<file path="config.mk">
export PLATFORM = sky130hd
export DESIGN_NAME = roll_scan_ctrl
export DESIGN_NICKNAME = d
export VERILOG_FILES = /design/src/rtl/roll_scan_pkg.sv /design/src/rtl/roll_scan_ctrl_eval.sv /design/src/rtl/roll_scan_ctrl.sv
export SDC_FILE = /design/constraint.sdc
export NUM_CORES = 2
export LEC_CHECK = 0
export BUFFER_PORTS_ARGS = -buffer_cell sky130_fd_sc_hd__buf_2
export CORE_UTILIZATION = 60
export DETAILED_ROUTE_END_ITERATION = 8
export PLACE_DENSITY = 0.78
export SETUP_SLACK_MARGIN = 0.05
export SLEW_MARGIN = 10
export SYNTH_ARGS = -nofsm -noshare
export SYNTH_HDL_FRONTEND = slang
export SYNTH_SLANG_ARGS = --single-unit
</file>
<file path="constraint.sdc">
create_clock -name clk -period 24.2 [get_ports clk]
set_input_delay 1.21 -clock clk [delete_from_list [all_inputs] [get_ports clk]]
set_output_delay 1.21 -clock clk [all_outputs]
set_load 0.005 [all_outputs]
</file>
<file path="src/rtl/roll_scan_pkg.sv">
// Shared types and constants for the paper-roll grid scan controller.
// Holds the FSM state encoding, neighbour-count width and default threshold.
package roll_scan_pkg;

    localparam int NCNT_W         = 4;
    localparam int THRESH_DEFAULT = 4;
    localparam int SUM_W          = 32;
    localparam int PASS_W         = 16;

    typedef enum logic [3:0] {
        S_IDLE      = 4'd0,
        S_PRIME_RD  = 4'd1,
        S_PRIME_CAP = 4'd2,
        S_ROW_RD    = 4'd3,
        S_ROW_CAP   = 4'd4,
        S_EVAL      = 4'd5,
        S_WRITE     = 4'd6,
        S_PASS_END  = 4'd7,
        S_DONE      = 4'd8
    } state_t;

    // Number of set bits among the eight neighbours of one cell.
    function automatic logic [NCNT_W-1:0] nbr_count(input logic [7:0] n);
        logic [NCNT_W-1:0] acc;
        acc = '0;
        for (int i = 0; i < 8; i++) begin
            acc = acc + NCNT_W'(n[i]);
        end
        return acc;
    endfunction

endpackage

</file>
<file path="src/rtl/roll_scan_ctrl_eval.sv">
// Combinational row evaluator: flags rolls in the middle row with fewer than
// THRESH occupied neighbours and counts them.
module roll_row_eval
    import roll_scan_pkg::*;
#(
    parameter int COLS   = 140,
    parameter int THRESH = THRESH_DEFAULT,
    parameter int CW     = $clog2(COLS + 1)
) (
    input  logic [COLS-1:0] i_prev,
    input  logic [COLS-1:0] i_cur,
    input  logic [COLS-1:0] i_nxt,
    output logic [COLS-1:0] o_mask,
    output logic [CW-1:0]   o_count
);

    // One zero column on each side so edge columns see empty neighbours.
    logic [COLS+1:0] w_prev_pad;
    logic [COLS+1:0] w_cur_pad;
    logic [COLS+1:0] w_nxt_pad;

    assign w_prev_pad = {1'b0, i_prev, 1'b0};
    assign w_cur_pad  = {1'b0, i_cur, 1'b0};
    assign w_nxt_pad  = {1'b0, i_nxt, 1'b0};

    always_comb begin
        logic [NCNT_W-1:0] v_n;
        v_n     = '0;
        o_mask  = '0;
        o_count = '0;
        for (int c = 0; c < COLS; c++) begin
            v_n = nbr_count({w_prev_pad[c], w_prev_pad[c+1], w_prev_pad[c+2],
                             w_cur_pad[c],                   w_cur_pad[c+2],
                             w_nxt_pad[c],  w_nxt_pad[c+1],  w_nxt_pad[c+2]});
            o_mask[c] = i_cur[c] && (v_n < NCNT_W'(THRESH));
            o_count   = o_count + CW'(o_mask[c]);
        end
    end

endmodule

</file>
<file path="src/rtl/roll_scan_ctrl.sv">
// Row-streaming scan controller: 3-row line buffer over a single-port row
// memory, counts accessible rolls and optionally removes them until stable.
module roll_scan_ctrl
    import roll_scan_pkg::*;
#(
    parameter int ROWS   = 140,
    parameter int COLS   = 140,
    parameter int AW     = 8,
    parameter int THRESH = THRESH_DEFAULT
) (
    input  logic              clk,
    input  logic              rst,
    input  logic              start,
    input  logic              mode,
    output logic              mem_rd_en,
    output logic [AW-1:0]     mem_addr,
    input  logic [COLS-1:0]   mem_rdata,
    output logic              mem_wr_en,
    output logic [COLS-1:0]   mem_wdata,
    output logic              busy,
    output logic              done,
    output logic [SUM_W-1:0]  sum,
    output logic [PASS_W-1:0] pass_cnt,
    output logic [3:0]        dbg_state
);

    localparam int              CW       = $clog2(COLS + 1);
    localparam logic [AW:0]     ROWS_W   = (AW + 1)'(ROWS);
    localparam logic [AW-1:0]   LAST_ROW = AW'(ROWS - 1);

    state_t             r_state;
    logic               r_mode;
    logic [COLS-1:0]    r_prev;
    logic [COLS-1:0]    r_cur;
    logic [COLS-1:0]    r_nxt;
    logic [AW-1:0]      r_row;
    logic               r_rd_en;
    logic [AW-1:0]      r_addr;
    logic               r_wr_en;
    logic [COLS-1:0]    r_wdata;
    logic               r_busy;
    logic               r_done;
    logic [SUM_W-1:0]   r_sum;
    logic [PASS_W-1:0]  r_pass_cnt;
    logic [SUM_W-1:0]   r_pass_removed;

    logic [COLS-1:0]    w_mask;
    logic [CW-1:0]      w_count;
    logic               w_last_row;
    logic [AW:0]        w_row_inc;
    logic [AW:0]        w_row_inc2;
    logic               w_adv_rd;

    roll_row_eval #(
        .COLS   (COLS),
        .THRESH (THRESH),
        .CW     (CW)
    ) u_eval (
        .i_prev  (r_prev),
        .i_cur   (r_cur),
        .i_nxt   (r_nxt),
        .o_mask  (w_mask),
        .o_count (w_count)
    );

    // When stepping to row r+1, row r+2 is prefetched only if it exists.
    assign w_last_row = (r_row == LAST_ROW);
    assign w_row_inc  = {1'b0, r_row} + (AW + 1)'(1);
    assign w_row_inc2 = {1'b0, r_row} + (AW + 1)'(2);
    assign w_adv_rd   = (w_row_inc2 < ROWS_W);

    always_ff @(posedge clk or negedge rst) begin
        if (!rst) begin
            r_state        <= S_IDLE;
            r_mode         <= 1'b0;
            r_prev         <= '0;
            r_cur          <= '0;
            r_nxt          <= '0;
            r_row          <= '0;
            r_rd_en        <= 1'b0;
            r_addr         <= '0;
            r_wr_en        <= 1'b0;
            r_wdata        <= '0;
            r_busy         <= 1'b0;
            r_done         <= 1'b0;
            r_sum          <= '0;
            r_pass_cnt     <= '0;
            r_pass_removed <= '0;
        end else begin
            case (r_state)
                S_IDLE: begin
                    if (start) begin
                        r_mode         <= mode;
                        r_sum          <= '0;
                        r_pass_cnt     <= '0;
                        r_pass_removed <= '0;
                        r_done         <= 1'b0;
                        r_busy         <= 1'b1;
                        r_rd_en        <= 1'b1;
                        r_addr         <= '0;
                        r_state        <= S_PRIME_RD;
                    end
                end
                S_PRIME_RD: begin
                    r_rd_en <= 1'b0;
                    r_prev  <= '0;
                    r_cur   <= '0;
                    r_state <= S_PRIME_CAP;
                end
                S_PRIME_CAP: begin
                    r_nxt   <= mem_rdata;
                    r_row   <= '0;
                    r_rd_en <= 1'b1;
                    r_addr  <= AW'(1);
                    r_state <= S_ROW_RD;
                end
                S_ROW_RD: begin
                    r_prev  <= r_cur;
                    r_cur   <= r_nxt;
                    r_rd_en <= 1'b0;
                    r_addr  <= '0;
                    r_state <= S_ROW_CAP;
                end
                S_ROW_CAP: begin
                    r_nxt   <= w_last_row ? '0 : mem_rdata;
                    r_state <= S_EVAL;
                end
                S_EVAL: begin
                    r_sum <= r_sum + SUM_W'(w_count);
                    if (r_mode) begin
                        r_pass_removed <= r_pass_removed + SUM_W'(w_count);
                    end
                    // Clearing cur in place lets the next row see this row's removals.
                    if (r_mode && (|w_mask)) begin
                        r_wr_en <= 1'b1;
                        r_addr  <= r_row;
                        r_wdata <= r_cur & ~w_mask;
                        r_cur   <= r_cur & ~w_mask;
                        r_state <= S_WRITE;
                    end else if (!w_last_row) begin
                        r_row   <= w_row_inc[AW-1:0];
                        r_rd_en <= w_adv_rd;
                        r_addr  <= w_adv_rd ? w_row_inc2[AW-1:0] : '0;
                        r_state <= S_ROW_RD;
                    end else begin
                        r_state <= S_PASS_END;
                    end
                end
                S_WRITE: begin
                    r_wr_en <= 1'b0;
                    r_wdata <= '0;
                    if (!w_last_row) begin
                        r_row   <= w_row_inc[AW-1:0];
                        r_rd_en <= w_adv_rd;
                        r_addr  <= w_adv_rd ? w_row_inc2[AW-1:0] : '0;
                        r_state <= S_ROW_RD;
                    end else begin
                        r_addr  <= '0;
                        r_state <= S_PASS_END;
                    end
                end
                S_PASS_END: begin
                    r_pass_cnt <= r_pass_cnt + PASS_W'(1);
                    if (r_mode && (r_pass_removed != '0)) begin
                        r_pass_removed <= '0;
                        r_rd_en        <= 1'b1;
                        r_addr         <= '0;
                        r_state        <= S_PRIME_RD;
                    end else begin
                        r_state <= S_DONE;
                    end
                end
                S_DONE: begin
                    r_busy  <= 1'b0;
                    r_done  <= 1'b1;
                    r_state <= S_IDLE;
                end
                default: begin
                    r_state <= S_IDLE;
                end
            endcase
        end
    end

    assign mem_rd_en = r_rd_en;
    assign mem_addr  = r_addr;
    assign mem_wr_en = r_wr_en;
    assign mem_wdata = r_wdata;
    assign busy      = r_busy;
    assign done      = r_done;
    assign sum       = r_sum;
    assign pass_cnt  = r_pass_cnt;
    assign dbg_state = r_state;

endmodule

</file>
; ---- Yosys cells after proc, flatten, opt, wreduce, memory -nomap -nowiden
; Index checks and enable logic that the tools add are counted.
[word_totals]
latch_bits = 0
in_bits = 144
rom_bits = 0
ram_bits = 0
ff_bits = 665
mem_count = 0
wordCells = 1495
[op_classes]
reduce_logical = 167
addsub = 1117
muxes = 38
eq_ne = 15
bitwise_logic = 2
div_mod_pow = 0
n_mul = 0
shifts = 0
n_lt_le_gt_ge = 141
[ops]
columns = op, n
row1 = 4-bit by 1-bit adder with 4-bit output, 834
row2 = 8-bit by 1-bit adder with 8-bit output, 138
row3 = 140-bit case mux with 2 select lines, 3
row4 = "4-bit by 3-bit less-than comparator with 1-bit output, second input constant", 140
row5 = 140-bit case mux with 3 select lines, 1
row6 = 1-bit by 1-bit adder with 2-bit output, 140
row7 = 140-bit 2-to-1 mux, 2
row8 = 1-bit logical AND, 142
row9 = 140-bit bitwise AND, 1
row10 = 140-bit inverter, 1
row11 = 140-bit OR reduction, 1
row12 = 32-bit 2-to-1 mux, 3
row13 = 32-bit case mux with 3 select lines, 1
row14 = 32-bit by 8-bit adder with 32-bit output, 2
row15 = 8-bit 2-to-1 mux, 8
row16 = 32-bit case mux with 2 select lines, 1
row17 = 8-bit case mux with 6 select lines, 1
row18 = 16-bit case mux with 2 select lines, 1
row19 = 4-bit case mux with 8 select lines, 1
row20 = 32-bit nonzero test, 1
row21 = 8-bit case mux with 3 select lines, 1
row22 = "16-bit by 1-bit adder with 16-bit output, second input constant", 1
row23 = "4-bit by 3-bit equality test with 1-bit output, second input constant", 4
row24 = 16-bit 2-to-1 mux, 1
row25 = 21 further kinds, 51

; ---- Longest topological paths before layout
[depth]
ltp_word = 151
depth_mapped = 44
mapped_depth_nobuf = 44

; ---- Hierarchy
; From an unflattened synthesis, not the netlist that was laid out.
[unflattened]
cells_unflattened = 5142
area_unflattened_um2 = 48985.7
[modules_own_cells]
columns = mod, area_each_um2, cells_per_inst, instances
row1 = roll_scan_ctrl, 29183.0, 3046, 1
row2 = roll_row_eval, 19802.7, 2096, 1

; ---- Worst setup path after synthesis
; Ideal clock, no wire load.
[synth_path]
kind = reg-to-reg
from = reg r_nxt[1]
to = reg r_pass_removed[17]
t_required_ps = 24068
slack_ps = 13432
stages_incl_launch_ff = 37
t_arrival_ps = 10636
path_cell_list = dfrtp_1 ha_1 inv_1 fa_1 fa_1 inv_1 ha_1 a21o_1 a211oi_1 nand2_1 inv_1 ha_1 inv_1 fa_1 fa_1 fa_1 fa_1 fa_1 fa_1 fa_1 fa_1 fa_1 fa_1 fa_1 fa_1 inv_1 ha_1 a21o_1 a21o_1 a21o_1 a21o_1 a21o_1 a41oi_1 clkbuf_1 nor4_1 xnor2_1 nor2_1
[synth_between]
elab_chain_cells = 151
word_cells_on_any_way = 165
classes_between = add/sub: 157 / order compare: 3 / mux: 2 / reduce/logical: 3
[synth_lines]
columns = element, line
row1 = start: declaration, roll_scan_ctrl.sv:35  ; logic [COLS-1:0] r_nxt;
row2 = start signal: assignment, roll_scan_ctrl.sv:111  ; r_nxt <= mem_rdata;
row3 = start signal: assignment, roll_scan_ctrl.sv:125  ; r_nxt <= w_last_row ? '0 : mem_rdata;
row4 = 1-bit by 1-bit adder with 2-bit output, roll_scan_pkg.sv:27  ; acc = acc + NCNT_W'(n[i]);
row5 = 4-bit by 1-bit adder with 4-bit output (6 in series), roll_scan_pkg.sv:27
row6 = 4-bit by 3-bit less-than comparator with 1-bit output, roll_scan_ctrl_eval.sv:35  ; o_mask[c] = i_cur[c] && (v_n < NCNT_W'(THRESH));
row7 = 1-bit logical AND, roll_scan_ctrl_eval.sv:35
row8 = 1-bit by 1-bit adder with 2-bit output, roll_scan_ctrl_eval.sv:36  ; o_count = o_count + CW'(o_mask[c]);
row9 = 8-bit by 1-bit adder with 8-bit output (*) (138 in series), roll_scan_ctrl_eval.sv:36
row10 = 32-bit by 8-bit adder with 32-bit output (*), roll_scan_ctrl.sv:131  ; r_pass_removed <= r_pass_removed + SUM_W'(w_count);
row11 = 32-bit 2-to-1 mux (*), roll_scan_ctrl.sv:130  ; if (r_mode) begin
row12 = 32-bit case mux with 3 select lines (*), roll_scan_ctrl.sv:90  ; case (r_state)
row13 = end signal: assignment, roll_scan_ctrl.sv:131
row14 = end: declaration, roll_scan_ctrl.sv:45  ; logic [SUM_W-1:0] r_pass_removed;
; Mark *: on every way between the ends. The rest lies on a longest branch, timed or not. The select of a mux whose other input is x is not followed.
; A chain may end at the register's enable or synchronous reset.

; ---- Final worst setup path
[layout_path]
from = reg r_nxt[98]
to = reg r_pass_removed[19]
[layout_between]
elab_chain_cells = 55
word_cells_on_any_way = 72
classes_between = add/sub: 64 / order compare: 3 / mux: 2 / reduce/logical: 3
[layout_lines]
columns = element, line
row1 = 1-bit by 1-bit adder with 2-bit output, roll_scan_pkg.sv:27
row2 = 4-bit by 1-bit adder with 4-bit output (6 in series), roll_scan_pkg.sv:27
row3 = 4-bit by 3-bit less-than comparator with 1-bit output, roll_scan_ctrl_eval.sv:35
row4 = 1-bit logical AND, roll_scan_ctrl_eval.sv:35
row5 = 8-bit by 1-bit adder with 8-bit output (2 in series), roll_scan_ctrl_eval.sv:36
row6 = 8-bit by 1-bit adder with 8-bit output (*) (41 in series), roll_scan_ctrl_eval.sv:36
row7 = 32-bit by 8-bit adder with 32-bit output (*), roll_scan_ctrl.sv:131
row8 = 32-bit 2-to-1 mux (*), roll_scan_ctrl.sv:130
row9 = 32-bit case mux with 3 select lines (*), roll_scan_ctrl.sv:90
; Marks and branches as above.

==> impl_metrics.toml <==
[placement]
gp_congestion = 0.9543
port_buffers = 347
hpwl_um = 109500

[clock_network]
clockBufferDepth = 3
cts.sinks = 665
cts.clk_slew.worst_paths_ps = 60
clock_latency_ps = 650
clockRootBuffer = "clkbuf_16"
htreeDepth = 3
cts_buffers = 77
hold_buffers = 0
cts_setup_buffers = 0
tritoncts = "built"
cts_resized = 0

[final_layout]
fin_nets = 7026
nFillCells = 6819
drive_gt1_share_pct = 9.223
mostFrequentLayoutCell = "inv_1"
final_cell_mix = "inv_1 (1,241), nand2_1 (684), dfrtp_1 (665)"
area_growth_pct = 10.40

[timing]
finalSetupTns_ps = 0
rsz0062_at_grt = "no"
worst_clock_skew_ps = 22.02
worst_pin_slew_ps = 1178
fmax_mhz = 83.02
fin_crit_ps = 12050
maxSlewHeadroom_pct = 21.15
drv_slew = 0
hold_violations = 0
post-route-period-util_pct = 49.77
setup_viol = 0

[synth]
synthTopCellsByArea = "dfrtp_1 (32%), fa_1 (16%), ha_1 (15%), inv_1 (9.0%), nand2_1 (5.0%)"
muxShareOfSynthArea_pct = 0.4147
synthArstFlopShare_pct = 100.0
synth-xor-area-share_pct = 0.6751
synthCells = 5611
synth_seq_cells = 665
synth_flop_cell = "dfrtp_1"
syn-num-nets = 6766
syn_area_per_cell_um2 = 9.249
ys_types = 66
synth-adder-area-share_pct = 30.28
synth_seq_area_share_pct = 32.07
yosysTopAreaCellShare_pct = 32.07
yosysWarnings = 0
yosysTopAreaCell = "dfrtp_1"
synth_top_family_by_area = "adder cells"
synth_edf_count = 0
synth_compound_area_share_pct = 15.96
synth-simple-area-share_pct = 10.05
syn_area_mm2 = 0.05189

[setup_path]
slowest_delay_ps = 870
cp_max_fo = 13
crit_top_cell = "fa_1"
arrival_ps = 12590
cp.required_ps = 24740
r2r-start = "r_nxt[98]"
critPathKind = "flop to flop"
crit_family = "adder cells"
endpoint_kind = "flop"
critPathLaunch = "r_nxt[98]"
start_kind = "flop"
cp_slowest_cell = "a41oi_1"
cp_num_buf_inv = 9

[detailed_routing]
drcViolationCount = 0
avgRoutedWirePerCell_um = 21.13
drtAntennaViolNets = 0
drt_iter0_drc = 3272
vias = 41650
first_pass_iters = 8
wirelength_um = 149700
via_per_inst = 5.879

[floorplanning]
rows = 107
coreArea_mm2 = 0.08541
pin_count = 348
die-area_mm2 = 0.08767
die_h_um = 296.1
initial_core_util_pct = 60.75
die_x_um = 296.1

[global_route]
grt_first_pass_wirelength_um = 234800
grt_pass1_vias = 42290
grt_remaining_overflow = 0
grt_usage_pct = 34.74
grt_max_degree = 95
antenna_found_initial = 13

[flow_run]
max_cap_violations = 0

[worst_hold_path]
hold_path_startpoint = "sum[31]"
worstHoldPathType = "flop to flop"

[run_status]
status = "finished, final reports clean"
## kinds of logic after synthesis
logic type                 Yosys count
and+or+nand+nor                   1174
buffers and inverters             1451
muxes                               21
AOI/OAI and AO/OA                 1248
adders and majority gates         1012
xor gates and xnor gates            40
DFF                                665
## per-layer routing
layer | GRT usage [%] | up-vias | routed length [µm]
li1 | - | 18990 | -
met1 | 45.25 | 20680 | 59840
met2 | 55.69 | 1617 | 70000
met3 | 6.498 | 364 | 12200
met4 | 17.41 | 0 | 7669
met5 | 0 | - | 0
## registers in the layout, indices dropped and copies added (netlist names)
signal	flops
busy	1
dbg_state	4
done	1
mem_addr	8
mem_rd_en	1
mem_wdata	140
mem_wr_en	1
pass_cnt	16
r_cur	140
r_mode	1
r_nxt	140
r_pass_removed	32
r_prev	140
r_row	8
sum	32
## synthesized netlist by cell type, drive strengths merged (9+ instances only)
cell type  count
fa           407
a211o         16
a211oi        53
a2111o        35
nor4          26
clkbuf       193
nand4         39
dfrtp        665
a31oi          9
a21o          82
o31ai        159
and3          29
nor3          15
mux2i         17
nand2        685
or3          117
xnor2         24
a22o         131
ha           604
o21ai        310
xor2          16
a21oi        278
and2          14
o211ai        80
inv         1242
nor2         134
o21a          70
nand3         89
buf           16
## final timing paths
path	slack, ps	end	depth (start not counted)
setup / recovery	12160	r_pass_removed[19]	37
hold / removal	460	sum[31]	1
setup reg to reg	12160	r_pass_removed[19]	37
hold reg to reg	460	sum[31]	1
max in group asynchronous	21290	r_nxt[124]	3
min in group asynchronous	550	mem_wdata[22]	1
## per-stage QoR
| stage | setup slack [ps] | area (µm²) | hold WS (ps) | util [%] | instances |
|---|---|---|---|---|---|
| 2_1_floorplan | 13430 | 51890 | 449.8 | - | 5611 |
| 3_3_place_gp | 12520 | 54650 | 455.7 | 63.98 | 6936 |
| 3_5_place_dp | 12270 | 54650 | 467.2 | 63.98 | 6936 |
| 4_1_cts | 12270 | 57270 | 475.1 | 67.05 | 7075 |
| 5_1_grt | 11560 | 57290 | 501.7 | 67.07 | 7084 |
| 6_report | 12160 | 57290 | 464.2 | 67.07 | 7084 |
## final cells by class
class	instances	area [µm²]	area share, %
diodes	9	22.52	0.03931
clock buffers	99	2130	3.717
clock inverters	40	489.2	0.8539
inverters	1242	4664	8.142
multi-input cells	3495	29840	52.09
flip-flops and latches	665	16640	29.05
well taps	1144	1431	2.498
repair buffers	390	2069	3.612
Power is not shown: default switching activity piles up to over one toggle a cycle in this logic, so the estimate is an artifact.
